$ cat src/rtl/fifo_fill_ctrl_if.sv
// FIFO write-side bundle between the fill controller (master) and the FIFO (slave).
// The FIFO reports occupancy and full; the controller drives the write strobe and data.
interface fifo_fill_ctrl_if #(
  parameter int DATA_W = 8,
  parameter int CNT_W  = 4
);
  logic              fifo_full;
  logic [CNT_W-1:0]  fifo_words;
  logic              wr_en;
  logic [DATA_W-1:0] fifo_data;

  modport master (
    input  fifo_full,
    input  fifo_words,
    output wr_en,
    output fifo_data
  );

  modport slave (
    output fifo_full,
    output fifo_words,
    input  wr_en,
    input  fifo_data
  );
endinterface

$ cat src/rtl/fifo_fill_ctrl.sv
// Watermark-driven FIFO filler: writes a generated data pattern while in FILL,
// pauses in HOLD between the high and low watermarks, and counts accepted writes.
module fifo_fill_ctrl #(
  parameter int                DATA_W  = 8,
  parameter int                CNT_W   = 4,
  parameter logic [DATA_W-1:0] PATTERN = 8'hAA,
  parameter int                HI_DEF  = 5,
  parameter int                LO_DEF  = 2
) (
  input  logic               clk,
  input  logic               rst_n,
  input  logic               en,
  input  logic [1:0]         mode,
  input  logic               cfg_load,
  input  logic [CNT_W-1:0]   hi_thr,
  input  logic [CNT_W-1:0]   lo_thr,
  input  logic               cnt_clr,
  fifo_fill_ctrl_if.master   fifo,
  output logic [1:0]         state_o,
  output logic [15:0]        wr_count,
  output logic               cfg_err
);

  typedef enum logic [1:0] {
    IDLE = 2'b00,
    FILL = 2'b01,
    HOLD = 2'b10
  } state_t;

  localparam logic [1:0] MODE_CONST = 2'b00;
  localparam logic [1:0] MODE_INC   = 2'b01;
  localparam logic [1:0] MODE_WALK  = 2'b10;

  state_t            state_q;
  logic [1:0]        mode_q;
  logic [DATA_W-1:0] data_q;
  logic [CNT_W-1:0]  hi_q;
  logic [CNT_W-1:0]  lo_q;
  logic [1:0]        mode_eff;
  logic              wr_en;
  logic              cfg_ok;

  function automatic logic [DATA_W-1:0] seed_data(input logic [1:0] m);
    case (m)
      MODE_INC:  return '0;
      MODE_WALK: return {{(DATA_W-1){1'b0}}, 1'b1};
      default:   return PATTERN;
    endcase
  endfunction

  function automatic logic [DATA_W-1:0] next_data(input logic [DATA_W-1:0] d,
                                                  input logic [1:0]        m);
    case (m)
      MODE_INC:  return d + DATA_W'(1);
      MODE_WALK: return {d[DATA_W-2:0], d[DATA_W-1]};
      default:   return d;
    endcase
  endfunction

  function automatic logic [15:0] sat_inc(input logic [15:0] c);
    return (c == 16'hFFFF) ? c : c + 16'd1;
  endfunction

  // Mode 11 is an alias of the constant pattern; normalise before latching.
  assign mode_eff = (mode == 2'b11) ? MODE_CONST : mode;
  assign cfg_ok   = (lo_thr < hi_thr);

  // State reset is asynchronous, so the write strobe falls as soon as rst_n does.
  assign wr_en        = (state_q == FILL) && !fifo.fifo_full;
  assign fifo.wr_en   = wr_en;
  assign fifo.fifo_data = data_q;
  assign state_o      = state_q;

  always_ff @(posedge clk or negedge rst_n) begin
    if (!rst_n) begin
      state_q <= IDLE;
      mode_q  <= MODE_CONST;
    end else begin
      case (state_q)
        IDLE: begin
          if (en) begin
            state_q <= FILL;
            mode_q  <= mode_eff;
          end
        end
        FILL: begin
          if (!en)                    state_q <= IDLE;
          else if (fifo.fifo_words >= hi_q) state_q <= HOLD;
        end
        HOLD: begin
          if (!en)                    state_q <= IDLE;
          else if (fifo.fifo_words <= lo_q) state_q <= FILL;
        end
        default: state_q <= IDLE;
      endcase
    end
  end

  // Data is seeded on IDLE->FILL and only advances on accepted writes, which
  // can only happen in FILL, so the two never collide.
  always_ff @(posedge clk or negedge rst_n) begin
    if (!rst_n) begin
      data_q <= PATTERN;
    end else if (state_q == IDLE && en) begin
      data_q <= seed_data(mode_eff);
    end else if (wr_en) begin
      data_q <= next_data(data_q, mode_q);
    end
  end

  always_ff @(posedge clk or negedge rst_n) begin
    if (!rst_n) begin
      wr_count <= 16'd0;
    end else if (cnt_clr) begin
      wr_count <= 16'd0;
    end else if (wr_en) begin
      wr_count <= sat_inc(wr_count);
    end
  end

  // A rejected load keeps the old watermarks and leaves the sticky error set.
  always_ff @(posedge clk or negedge rst_n) begin
    if (!rst_n) begin
      hi_q    <= CNT_W'(HI_DEF);
      lo_q    <= CNT_W'(LO_DEF);
      cfg_err <= 1'b0;
    end else if (cfg_load) begin
      if (cfg_ok) begin
        hi_q    <= hi_thr;
        lo_q    <= lo_thr;
        cfg_err <= 1'b0;
      end else begin
        cfg_err <= 1'b1;
      end
    end
  end

endmodule

$ cat src/flat_wrapper.sv
// flat-port wrapper written by rule: the top's interface ports become plain ports
module fifo_fill_ctrl_flat 
#(
  parameter int                DATA_W  = 8,
  parameter int                CNT_W   = 4,
  parameter logic [DATA_W-1:0] PATTERN = 8'hAA,
  parameter int                HI_DEF  = 5,
  parameter int                LO_DEF  = 2
)
  (clk, rst_n, en, mode, cfg_load, hi_thr, lo_thr, cnt_clr, state_o, wr_count, cfg_err, fifo_fifo_full, fifo_fifo_words, fifo_wr_en, fifo_fifo_data);
  fifo_fill_ctrl_if #(.DATA_W(DATA_W), .CNT_W(CNT_W)) fifo_i ();
  input  logic clk;
  input  logic rst_n;
  input  logic en;
  input  logic [1:0] mode;
  input  logic cfg_load;
  input  logic [CNT_W-1:0] hi_thr;
  input  logic [CNT_W-1:0] lo_thr;
  input  logic cnt_clr;
  output logic [1:0] state_o;
  output logic [15:0] wr_count;
  output logic cfg_err;
  input wire logic [$bits(fifo_i.fifo_full)-1:0] fifo_fifo_full;
  input wire logic [$bits(fifo_i.fifo_words)-1:0] fifo_fifo_words;
  output wire logic [$bits(fifo_i.wr_en)-1:0] fifo_wr_en;
  output wire logic [$bits(fifo_i.fifo_data)-1:0] fifo_fifo_data;
  assign fifo_i.fifo_full = fifo_fifo_full;
  assign fifo_i.fifo_words = fifo_fifo_words;
  assign fifo_wr_en = fifo_i.wr_en;
  assign fifo_fifo_data = fifo_i.fifo_data;
  fifo_fill_ctrl #(.DATA_W(DATA_W), .CNT_W(CNT_W), .PATTERN(PATTERN), .HI_DEF(HI_DEF), .LO_DEF(LO_DEF)) u_core (.clk(clk), .rst_n(rst_n), .en(en), .mode(mode), .cfg_load(cfg_load), .hi_thr(hi_thr), .lo_thr(lo_thr), .cnt_clr(cnt_clr), .fifo(fifo_i), .state_o(state_o), .wr_count(wr_count), .cfg_err(cfg_err));
endmodule
$ cat config.mk
export PLATFORM = sky130hd
export DESIGN_NAME = fifo_fill_ctrl_flat
export DESIGN_NICKNAME = d
export VERILOG_FILES = /design/src/rtl/fifo_fill_ctrl_if.sv /design/src/rtl/fifo_fill_ctrl.sv /design/src/flat_wrapper.sv
export SDC_FILE = /design/constraint.sdc
export NUM_CORES = 1
export LEC_CHECK = 0
export BUFFER_PORTS_ARGS = -buffer_cell sky130_fd_sc_hd__buf_4
export CORE_ASPECT_RATIO = 1.2
export CORE_MARGIN = 1
export CORE_UTILIZATION = 30
export DETAILED_ROUTE_END_ITERATION = 16
export GPL_ROUTABILITY_DRIVEN = 0
export GPL_TIMING_DRIVEN = 1
export PLACE_DENSITY = 0.54
export SYNTH_ARGS = -nofsm -noshare
export SYNTH_HDL_FRONTEND = slang
export SYNTH_SLANG_ARGS = --single-unit
$ cat constraint.sdc
create_clock -name clk -period 3.3 [get_ports clk]
set_input_delay 0.165 -clock clk [delete_from_list [all_inputs] [get_ports clk]]
set_output_delay 0.165 -clock clk [all_outputs]
set_load 0.01 [all_outputs]
Word-level counts from Yosys, hierarchy flattened. Index checks and enable logic that the tools add are counted.

Eq/ne operators: 12. $lt $le $gt $ge: 3. Reductions and logical operators: 12. Add/subtract/negate cells: 2. Muxes and demuxes: 15.

Operator list (count): two-way mux 16 bit (3); one-hot mux 8 bit (2 select lines) (2); adder 16 x 1 -> 16 bit (second input constant) (1); == test 16 bit (second input constant) (1); two-way mux 8 bit (2); two-way mux 2 bit (6); adder 8 x 1 -> 8 bit (second input constant) (1); == test 2 bit (second input constant) (4); AND reduction 2 bit (4); == test 2 x 1 -> 1 bit (second input constant) (3); one-hot mux 2 bit (3 select lines) (1); >= comparator 4 bit (1); <= comparator 4 bit (1); less-than comparator 4 bit (1); != test 2 bit (second input constant) (2); nonzero test 2 bit (2); != test 3 x 2 -> 1 bit (second input constant) (1); != test 3 bit (second input constant) (1); AND reduction 3 bit (1); nonzero test 3 bit (1); logical AND 1 bit (2); zero test 2 bit (1); zero test 1 bit (1); two-way mux 1 bit (1).

Register bits after elaboration: 37. Input bits: 20. Word-level logic and storage cells: 51. Output and inout bits: 28.

Depth between registers and ports, before layout.
Word-level depth: 5. Gate-level depth with buffers: 7.

Least setup slack after synthesis. No wires, ideal clock.

Kind: register to register. From: register u_core.state_q[1] (netlist: u_core.state_o[1]). To: register u_core.wr_count[8]. Path slack: 1.588 ns. Required time: 3.170 ns. Cell stages (with the launch flop): 8. Arrival time: 1.582 ns. Buffers on the path: 1. Period minus slack after synthesis: 1.712 ns. Cells stage by stage: dfrtp_1 > or3b_4 > clkinv_4 > and3_1 > buf_4 > and3_1 > o211a_1 > nor3_1.

Word-level cells in the longest chain between the ends: 4.

Ends and longest elaborated chain: from (decl) (RTL line fifo_fill_ctrl.sv:34) `state_t state_q;`; from (signal assigned) (RTL line fifo_fill_ctrl.sv:76) `state_q <= IDLE;`; from (signal assigned) (RTL line fifo_fill_ctrl.sv:82) `state_q <= FILL;`; from (signal assigned) (RTL line fifo_fill_ctrl.sv:87) `if (!en) state_q <= IDLE;`; == test 2 x 1 -> 1 bit (RTL line fifo_fill_ctrl.sv:69) `assign wr_en = (state_q == FILL) && !fifo.fifo_full;`; logical AND 1 bit (RTL line fifo_fill_ctrl.sv:69); via fifo_wr_en (RTL line flat_wrapper.sv:25) `output wire logic [$bits(fifo_i.wr_en)-1:0] fifo_wr_en;`; nonzero test 2 bit (no source line); AND reduction 2 bit (no source line); to (signal assigned) (RTL line fifo_fill_ctrl.sv:117) `wr_count <= sat_inc(wr_count);`; to (decl) (RTL line fifo_fill_ctrl.sv:20) `output logic [15:0] wr_count,`.

The timed path passes the listed nets, and every way through them passes these cells. A chain may end at the register's enable or synchronous reset.

Final worst setup path.
From: register u_core.mode_q[1]. To: register u_core.data_q[0] (netlist: u_core.fifo.fifo_data[0]).

Word-level cells in the longest chain between the ends: 4.

Ends and longest elaborated chain: from (decl) (RTL line fifo_fill_ctrl.sv:35) `logic [1:0] mode_q;`; from (signal assigned) (RTL line fifo_fill_ctrl.sv:83) `mode_q <= mode_eff;`; == test 2 bit or == test 2 x 1 -> 1 bit (tied branches) (RTL line fifo_fill_ctrl.sv:53) `case (m)`; one-hot mux 8 bit (2 select lines) (RTL line fifo_fill_ctrl.sv:53); two-way mux 8 bit (RTL line fifo_fill_ctrl.sv:106) `end else if (wr_en) begin`; two-way mux 8 bit (RTL line fifo_fill_ctrl.sv:104) `end else if (state_q == IDLE && en) begin`; to (signal assigned) (RTL line fifo_fill_ctrl.sv:105) `data_q <= seed_data(mode_eff);`; to (signal assigned) (RTL line fifo_fill_ctrl.sv:107) `data_q <= next_data(data_q, mode_q);`; to (decl) (RTL line fifo_fill_ctrl.sv:36) `logic [DATA_W-1:0] data_q;`.

Several ways; a longest one is shown, not always the timed one. The select of a mux whose other input is x is not followed.

==> out/summary.md <==
The flow ran to the end, and the final reports show no timing, DRC or antenna violations. The highest-delay cell along the critical path is sky130_fd_sc_hd__o21ai_1. The number of enable-type register cells in the synthesized netlist was 0; the post-DP HPWL was 3560 um.

Among all flip-flop cells after synthesis, the most frequent one is sky130_fd_sc_hd__dfrtp_1. Setup violations remaining at the end of the flow were counted as 0. The tools report the worst-case hold path end point as u_core.lo_q[0]. The largest total area in the synthesized netlist belongs to sky130_fd_sc_hd__dfrtp_1. The post-route clock period utilization was 63.5%; the number of max-slew violations in the final report was 0. 48 I/O pins were placed.

The total CTS buffers is 5. Summed over all failing endpoints, the final setup total negative slack is 0 ns. Dividing total power by cell area gives a power density of 460 nW/um^2. Total clock sinks: 37. The cell count after synthesis came out at 227. Yosys printed 0 warnings. The die extent in x works out to 80.4 um.

The endpoint identified for the worst register-to-register timing path is u_core.fifo.fifo_data[0]. The number of DRC violations after detailed-routing iteration 0 is 57, and the antenna diode count is 0. STA puts the critical path data arrival time at 2.26 ns.

Counting instances in the post-synthesis netlist gives the leading cell types as 30 x sky130_fd_sc_hd__dfrtp_1, 25 x sky130_fd_sc_hd__nor2_1, 15 x sky130_fd_sc_hd__ha_1, 15 x sky130_fd_sc_hd__inv_1, 14 x sky130_fd_sc_hd__a21oi_1. Dividing the synthesized area by the synthesized cell count gives 9.75 sq um. Subtracting the final worst setup slack from the clock period gives 2.09 ns. Initial core utilization: 31.7%. Buffers added to address setup during post-CTS repair amount to 0. Maximum fanout count along the critical path: 13. Clock skew on the completed layout was measured at 0.00927 ns. The row count is 33. The run gives 0.000203 V as the largest vdd supply drop. The die is 96.1 um tall. On the worst path, the slowest cell contributes a delay of 0.66 ns.

Number of DRC violations after detailed routing: 0. The area enclosed by the die boundary was 7720 sq um; the average detailed-routed wire length per instance was 13.5 um. Counting cells, the worst reg-to-reg path comes to 6.

The critical path goes through nor2b_1 -> buf_4 -> o21ai_1 -> mux2_1 -> a31oi_1 -> o21ai_1. The share of post-route cells with drive strength above 1 works out to 25.9%. The startpoint identified for the worst register-to-register timing path is u_core.mode_q[1]. After detailed routing, the number of vias per cell comes to 4.93. The tools report the peak clock frequency supported by timing as 477 MHz.

Part of the total power dissipated in sequential elements: 47.1%. TritonCTS built the clock tree. The actual transition at the worst max-transition pin is 0.812 ns, and the power share of the clock group is 26.5%. The quantity of I/O buffers inserted on ports came out at 47. The detailed-route wire length is 4910 um, and the clock latency at the later pin of the worst-skew pair is 0.29 ns. After the last flow step, the layout net total stands at 312.

The tools report the required time at the worst-slack endpoint as 3.46 ns. The netlist uses 49 different library cells. In this run, the combinational gates consume 26.4% of the power.

The run gives 0 as the global-route congestion overflow total. Classification of the worst-slack hold path: input pin to flip-flop. The maximum number of buffers from clock root to sink came out at 2. The most common cell in the synthesized netlist is sky130_fd_sc_hd__dfrtp_1. The hold path startpoint was lo_thr[0]. The tools report the total global routing track utilization as 14.0%.

By area the synthesized netlist is led by sky130_fd_sc_hd__dfrtp_1 34%, sky130_fd_sc_hd__ha_1 8.5%, sky130_fd_sc_hd__dfstp_2 8.3%. The area growth from synthesis to layout is 24.4%. Before CTS, the worst setup slack after placement is 1.22 ns. The detailed router placed 1798 vias in this run. For the reported leakage power, the log shows 1.28 nW.

The tree is rooted in a sky130_fd_sc_hd__clkbuf_8. When the netlist entered floorplanning its net count stood at 262. In this run the biggest area consumer among cell types represents 33.9% of the synthesized area. STA classifies the critical path startpoint as a flip-flop.

Among the stages of the critical path, the cell type that occurs most often is sky130_fd_sc_hd__o21ai_1. In this run the number of H-tree levels came out at 2. The switching part of the total is 31.7%. Entering global routing, the biggest net connects 38 pins.

The buffer and inverter count on the worst path works out to 1. The via count of the first global-routing pass was 1721. The run gives 42.3% as the part of the Yosys area used for sequential elements.

The count of nets left with antenna violations once routing finished came out at 0. Start-to-end type of the worst setup path: flip-flop to flip-flop. After synthesis the cells add up to 2210 sq um.

The normalized max-slew margin is 45.5%, and the cell-internal power is 0.000864 W. Setup repair after global routing left no endpoint under its margin. The total area inside the core boundary comes to 6980 sq um. In this run the power spent charging and discharging nets is 0.000402 W. The number of search-and-repair iterations in the first detailed-routing pass was 4; the number of flip-flops and latches in the synthesized netlist was 37. Clock-pin slew was measured on the worst setup and hold paths at 0.07 ns.

Grouping stages by cell kind, the critical path spends the most delay in compound AO/OA/AOI/OAI gates. The setup slack of the worst register-to-register path is 1.21 ns. The worst hold path depth works out to 2.

The first global-routing pass estimated 8180 um of wire. The endpoint class of the critical path was a flip-flop. Of all flip-flops after synthesis, the portion carrying an async set or reset was 100%. Across the run, the number of max-cap violations was 0. Counting the fill cells in the layout gives 703.

The number of antenna violations at the first check in global routing is 0, and the number of endpoints with negative hold slack in the final report is 0. The final setup slack of the worst path was 1.21 ns.
==> cell families (layout without fill, tap and decap cells) <==
family,count (synthesis),in the layout,share of synthesized area [%]
AOI/OAI and AO/OA,46,46,13.9
xor gates and xnor gates,12,12,4.75
adders and majority gates,15,15,8.48
buffers and inverters,22,73,4.24
DFF,37,37,42.3
muxes,11,11,5.37
and+or+nand+nor,84,84,21.0
==> metrics by stage <==
stage / utilization [%] / hold slack, ns / cells / area (sq um) / total power, W
after floorplan: - / -0.131 / 227 / 2210 / 0.000800
after global placement: 38.0 / 0.170 / 356 / 2650 / 0.000936
after detailed placement: 38.0 / 0.172 / 356 / 2650 / 0.000942
after CTS: 39.4 / 0.0919 / 365 / 2750 / 0.00129
after global routing: 39.4 / 0.0992 / 365 / 2750 / 0.00136
final: 39.4 / 0.0982 / 365 / 2750 / 0.00127
==> per-layer routing <==
metal	vias to the layer above	track usage (%)	part of all wire, %
met2	31	23.4	48
met1	853	17.1	47
met4	0	5.36	1.6
met3	6	3.79	4.2
met5	-	0	0
li1	908	-	-
==> power groups by stage <==
stage	sequential, W	clock (W)	combinational [W]
2_1_floorplan	0.000603	0	0.000197
3_3_place_gp	0.000602	0	0.000334
3_5_place_dp	0.000604	0	0.000338
4_1_cts	0.000595	0.000351	0.000340
5_1_grt	0.000605	0.000374	0.000382
6_report	0.000596	0.000336	0.000334
==> cell type report <==
type | instances | area (sq um) | area share, %
repair buffers | 49 | 370 | 13.5
well taps | 87 | 109 | 3.95
inverters | 16 | 65.1 | 2.36
flip-flops and latches | 37 | 935 | 34.0
multi-input cells | 168 | 1180 | 43.0
clock buffers | 8 | 90.1 | 3.27
==> worst max-delay path by stage <==
stage	slack [ns]	cells past startpoint	from	to
floorplan	1.59	7	u_core.state_o[1]	u_core.wr_count[8]
detailed placement	1.22	6	u_core.mode_q[1]	u_core.fifo.fifo_data[0]
CTS	1.21	6	u_core.mode_q[1]	u_core.fifo.fifo_data[0]
finish	1.21	6	u_core.mode_q[1]	u_core.fifo.fifo_data[0]
global placement	1.26	6	u_core.mode_q[1]	u_core.fifo.fifo_data[0]
global route	1.01	6	u_core.mode_q[1]	u_core.fifo.fifo_data[0]
==> registers in the layout, summed over array words and instances (netlist names) <==
register and flops:
u_core.hi_q 4, u_core.cfg_err 1, u_core.mode_q 2, u_core.wr_count 16, u_core.fifo.fifo_data 8, u_core.state_o 2, u_core.lo_q 4
==> cells in the final DEF, fill, tap and decap left out, types with 4 or more instances in the layout <==
cell type / instances
sky130_fd_sc_hd__mux2_1: 6
sky130_fd_sc_hd__nand3_1: 7
sky130_fd_sc_hd__xnor2_1: 8
sky130_fd_sc_hd__and3_1: 6
sky130_fd_sc_hd__a21oi_1: 14
sky130_fd_sc_hd__inv_1: 15
sky130_fd_sc_hd__o21ai_0: 5
sky130_fd_sc_hd__nand2_1: 12
sky130_fd_sc_hd__xor2_1: 4
sky130_fd_sc_hd__nor3_1: 9
sky130_fd_sc_hd__nor2_1: 25
sky130_fd_sc_hd__nand2b_1: 4
sky130_fd_sc_hd__mux2i_1: 4
sky130_fd_sc_hd__dfstp_2: 7
sky130_fd_sc_hd__buf_4: 48
sky130_fd_sc_hd__nand4_1: 6
sky130_fd_sc_hd__clkbuf_8: 6
sky130_fd_sc_hd__dfrtp_1: 30
sky130_fd_sc_hd__ha_1: 15
sky130_fd_sc_hd__o21ai_1: 7
==> timing repair <==
action | 4_1_cts | 5_1_grt
hold buffers | 1 | 0
hold endpoints to repair | 30 | 0
gates resized for setup | 0 | 0
Power figures use the tool's default switching activity.
